**config.mk**
```make
export PLATFORM = sky130hd
export DESIGN_NAME = mux_scan_serializer
export DESIGN_NICKNAME = d
export VERILOG_FILES = /design/src/rtl/mux_scan_serializer.sv
export SDC_FILE = /design/constraint.sdc
export NUM_CORES = 1
export LEC_CHECK = 0
export ABC_AREA = 1
export BUFFER_PORTS_ARGS = -buffer_cell sky130_fd_sc_hd__buf_2
export CAP_MARGIN = 20
export CORE_MARGIN = 5
export CORE_UTILIZATION = 48
export CTS_CLUSTER_SIZE = 12
export DETAILED_ROUTE_END_ITERATION = 10
export MAX_ROUTING_LAYER = met4
export PLACE_DENSITY = 0.76
export SETUP_SLACK_MARGIN = 0.15
export SLEW_MARGIN = 20
export SYNTH_ARGS = -nofsm -noshare
export SYNTH_HDL_FRONTEND = slang
export SYNTH_SLANG_ARGS = --single-unit
```
**constraint.sdc**
```tcl
create_clock -name i_clk -period 1.75 [get_ports i_clk]
set_clock_uncertainty 0.15 [all_clocks]
set_input_delay 0.0875 -clock i_clk [delete_from_list [all_inputs] [get_ports i_clk]]
set_output_delay 0.0875 -clock i_clk [all_outputs]
set_load 0.005 [all_outputs]
```
**src/rtl/mux_scan_serializer.sv**
```systemverilog
// Parallel-to-serial controller for a 4:1 mux: holds a word on x, steps the
// select s and forwards the returned mux output as a handshaked bit stream.
module mux_scan_serializer #(
  parameter bit LSB_FIRST = 1'b1,
  parameter int HOLD      = 1
) (
  input  logic       i_clk,
  input  logic       i_rst_n,
  input  logic       i_clr,
  input  logic [3:0] i_din,
  input  logic       i_din_valid,
  output logic       o_din_ready,
  output logic [3:0] o_x,
  output logic [1:0] o_s,
  input  logic       i_y_in,
  output logic       o_sout,
  output logic       o_sout_valid,
  input  logic       i_sout_ready,
  output logic       o_sout_last,
  output logic       o_busy
);

  localparam logic [1:0] START_IDX = LSB_FIRST ? 2'd0 : 2'd3;
  localparam logic [1:0] FINAL_IDX = LSB_FIRST ? 2'd3 : 2'd0;
  // Adding 3 modulo 4 steps the select downward for MSB-first order.
  localparam logic [1:0] STEP      = LSB_FIRST ? 2'd1 : 2'd3;
  localparam logic [3:0] HOLD_MAX  = 4'(HOLD - 1);

  typedef enum logic {IDLE, SEND} state_t;

  state_t     r_state;
  state_t     w_next;
  logic [3:0] r_x;
  logic [1:0] r_s;
  logic [3:0] r_cnt;

  logic w_final;
  logic w_hold_done;
  logic w_xfer;
  logic w_load;

  assign w_final     = (r_s == FINAL_IDX);
  assign w_hold_done = (r_cnt == HOLD_MAX);
  assign w_xfer      = o_sout_valid & i_sout_ready & ~i_clr;
  assign w_load      = i_din_valid & o_din_ready & ~i_clr;

  assign o_x    = r_x;
  assign o_s    = r_s;
  assign o_sout = i_y_in;

  always_ff @(posedge i_clk or negedge i_rst_n) begin
    if (!i_rst_n) begin
      r_state <= IDLE;
    end else begin
      r_state <= w_next;
    end
  end

  // clr wins over both a reload and a final-bit transfer.
  always_comb begin
    w_next = r_state;
    case (r_state)
      IDLE: begin
        if (w_load) w_next = SEND;
      end
      SEND: begin
        if (i_clr)                   w_next = IDLE;
        else if (w_load)             w_next = SEND;
        else if (w_xfer && w_final)  w_next = IDLE;
      end
      default: w_next = IDLE;
    endcase
  end

  // din_ready in SEND opens only on the final-bit transfer for back-to-back words.
  always_comb begin
    o_din_ready  = 1'b0;
    o_sout_valid = 1'b0;
    o_sout_last  = 1'b0;
    o_busy       = 1'b0;
    case (r_state)
      IDLE: begin
        o_din_ready = 1'b1;
      end
      SEND: begin
        o_busy       = 1'b1;
        o_sout_valid = w_hold_done;
        o_sout_last  = w_hold_done & w_final;
        o_din_ready  = w_hold_done & w_final & i_sout_ready;
      end
      default: ;
    endcase
  end

  always_ff @(posedge i_clk or negedge i_rst_n) begin
    if (!i_rst_n) begin
      r_x   <= 4'b0000;
      r_s   <= START_IDX;
      r_cnt <= 4'd0;
    end else if (i_clr) begin
      r_cnt <= 4'd0;
    end else if (w_load) begin
      r_x   <= i_din;
      r_s   <= START_IDX;
      r_cnt <= 4'd0;
    end else if (w_xfer) begin
      if (!w_final) begin
        r_s   <= r_s + STEP;
        r_cnt <= 4'd0;
      end
    end else if (r_state == SEND && !w_hold_done) begin
      r_cnt <= r_cnt + 4'd1;
    end
  end

endmodule

```
==> parameters.txt <==
Parameter                              Value

Status
  Result of the run ... finished clean

Die
  Core Area ... roughly 1300 um^2
  Area enclosed by the die boundary ... between 2000 and 2500 um^2
  Die Span Y ... ~48 um
  Number of rows created at floorplan ... 13
  Chip width ... between 40 and 50 um
  Starting density of the core ... a little over 50%
  IO Pins ... 21

Cells and area
  Share of cells above drive strength 1 ... 41.03%
  Multi-input gate area in the final layout ... approximately 440 um^2
  Count of fill cells added during filler insertion ... 78
  Antenna Cells ... 0
  Net count reported at finish ... 131
  Area grow syn2layout ... 51.11%
  Commonest cells after routing, fill and taps aside ... nand2_1, buf_2, dfrtp_1, inv_1, nand3_1
  Final Util ... 77.78%
  Count of placed standard cells in the final layout, fillers left out ... around 130
  Flip-flop and latch area ... roughly 280 um^2

Worst setup path
  Crit path max-delay family ... flip-flops
  Endpoint required time on the critical path ... about 1.5 ns
  Arrival time at the worst endpoint ... roughly 1.4 ns
  Slowest stage cell, crit path ... dfrtp_1
  Critical setup path kind ... reg2out
  Max Fanout on Critical Path ... 5
  Critical path launch point type ... flop
  Number of buffer and inverter instances along the worst setup path ... 2
  Slowest cell delay on critical path ... ~0.41 ns
  Kind of end point of the critical path ... output port
  Cell breakdown of the critical path ... ha_4 > nand2_2 > inv_2 > nand3_2 > nand2_4 > buf_2

STA
  Total negative slack ... 0 ns
  Slew at the pin closest to its max-slew limit ... 0.4635 ns
  Setup repair after global routing missed its margin ... true
  Maximum clock rate ... between 600 and 700 MHz
  Minimum clock period after layout ... 1.592 ns
  Final Hold Viols ... 0
  Final critical-path share of the clock period ... 90.96%
  Headroom to the max-slew limit ... between 60% and 70%
  Final Slew Violations ... 0
  Final setup violation count ... 0

Pwr
  Clock Power Share ... about a fifth
  Switching Power ... 0.0003469 W
  Power share of the sequential group ... a little under two fifths
  Pwr per Cell Area ... 921.4 nW/um^2
  P_int ... between 0.0005 and 0.0006 W
  Peak VDD IR ... roughly 650 uV
  Sw Ratio ... between 30% and 40%
  P_leak ... approximately 0.53 nW
  Share of power burned in combinational logic ... between 40% and 50%

Clock tree
  H-tree levels ... 1
  Skew-Pair Late Insertion Delay ... between 0.2 and 0.3 ns
  Max clock buf depth ... 2
  Library cell used as clock root buffer ... clkbuf_4
  Clock Sinks ... 11
  Inserted Clock Buffers ... 3
  Clock transition at the registers of the reported paths ... approximately 0.07 ns
  Clock tree from TritonCTS ... built

Global routing
  Global-route total usage across every layer ... 17.21%
  Antenna violations before repair ... 0
  Overflow left after global routing ... 0
  Maximum number of pins on one net before global-route repair ... 12
  First-pass GRT wire length ... between 2000 and 3000 um
  Vias in the first global route ... between 600 and 700

Routing
  DR vias/cell ... around 5.3
  Number of antenna-violating nets in the routed design ... 0
  Iteration count of the initial detailed-routing pass ... 4
  Wirelength per Cell ... between 10 and 15 um
  Post-detailed-routing wire length ... 1941 um
  DR DRC count ... 0
  DRC violation total after the first TritonRoute iteration ... 24
  Detailed-route via count ... about 700

Placement
  Half-perimeter wire length of the detailed placement result ... roughly 1200 um
  Placed cell count ... between 100 and 150
  Final GP Congestion ... 0.8628
  IO buf count ... 18

Synthesis
  Number of flip-flops and latches in the synthesized netlist ... 11
  Synthesized netlist net count ... 96
  Most used flip-flop cell after synthesis ... dfrtp_1
  Post-synthesis cell type count ... 21
  Post-Synthesis Cells ... 83
  Mean post-synth cell area ... just over 8 um^2
  Netlist area before placement ... approximately 680 um^2
  Sequential fraction of the synthesis area ... 40.59%
  Number of warnings issued by yosys ... 0
  Count of flip-flops with a built-in enable after synthesis ... 0
  Async SR Flop Fraction ... 100.0%

Job
  Number of max-cap violations ... 0

Hold path
  Class of the worst hold path ... in2out
[path summary, 6_finish.rpt]
check,startpoint,end,slack [ns],depth (start not counted)
setup / recovery,o_s[1],o_din_ready,0.16,6
hold / removal,i_y_in,o_sout,0.03,0
setup reg to reg,o_s[1],o_s[1],0.16,9
hold reg to reg,o_x[1],o_x[1],0.32,2
max in group asynchronous,i_rst_n,r_cnt[2],1.18,2
min in group asynchronous,i_rst_n,r_state,0.05,2
[cell usage after synthesis, drive strengths merged (2+ instances only)]
| master | n | area share [%] |
|---|---|---|
| ha | 3 | 5.5 |
| o211ai | 2 | 2.2 |
| nand3b | 2 | 2.2 |
| a21oi | 2 | 1.5 |
| nand4 | 3 | 2.8 |
| inv | 10 | 5.5 |
| buf | 2 | 2.8 |
| nor2 | 5 | 3.1 |
| dfrtp | 11 | 41 |
| o21ai | 5 | 3.7 |
| nand2 | 26 | 18 |
| nand3 | 9 | 8.1 |
[per-stage QoR]
| step | hold WS [ns] | instance area [um^2] | power, W | setup WS, ns |
|---|---|---|---|---|
| final | 0.02500 | 1025 | 0.0009442 | 0.1582 |
| after CTS | 0.01330 | 899.6 | 0.0008596 | 0.1668 |
| after detailed placement | -0.1800 | 783.3 | 0.0006206 | 0.09394 |
| after floorplan | -0.3581 | 678.2 | 0.0005126 | 0.2269 |
| after global placement | -0.1854 | 783.3 | 0.0006093 | 0.1014 |
| after global routing | 0.02501 | 1025 | 0.001017 | 0.05705 |
[metal layers]
layer | global-route usage (%) | vias up | part of all wire, %
met5 | - | - | 0
met4 | 8.065 | 0 | 2.4
met3 | 3.383 | 4 | 6.2
met2 | 29.95 | 28 | 52
met1 | 18.62 | 325 | 40
li1 | - | 346 | -
[kinds of logic (layout without fill, tap and decap cells)]
family | after synthesis | in the layout | synth area share (%)
AO/OA/AOI/OAI | 10 | 10 | 8.486
XOR/XNOR | 1 | 1 | 1.292
adder cells (fa/ha/maj) | 3 | 3 | 5.536
buffers and inverters | 12 | 45 | 8.303
flip-flops | 11 | 11 | 40.59
AND/OR/NAND/NOR | 46 | 47 | 35.79
[power by group through the flow]
stage	Clock [W]	Sequential (W)	Combinational, W
global placement	0	0.000348	0.000261
detailed placement	0	0.000351	0.000270
CTS	0.000186	0.000348	0.000325
floorplan	0	0.000354	0.000159
finish	0.000185	0.000350	0.000409
global route	0.000207	0.000355	0.000455
[worst register-to-register path, delay by kind of cell, from the launching register on]
kind,cells,cell delay [ns]
AO/OA/AOI/OAI,1,0.08
adder cells (fa/ha/maj),1,0.18
buffers and inverters,2,0.21
flip-flops,1,0.41
AND/OR/NAND/NOR,5,0.44
[cell type report]
| class | count | share of cell area [%] |
|---|---|---|
| multi-input combinational | 61 | 42.74 |
| timing repair buffer | 31 | 22.22 |
| clock buffer | 4 | 2.564 |
| tap | 15 | 1.832 |
| sequential | 11 | 26.98 |
| inverter | 10 | 3.663 |
[sequential cells by signal, summed over array words and instances, names as in the netlist]
name / cells
o_s: 2
o_x: 4
r_cnt: 4
r_state: 1
[timing repair]
item                                    in CTS  in global routing
gates cloned                                 0                  2
hold buffers                                 6                  0
endpoints found under the setup margin      12                 11
pin swaps                                    0                  3
hold endpoints to repair                    16                  0
setup buffers                                2                  2
resized for setup                            3                 19
No activity file was read; power rests on OpenSTA's default activity.
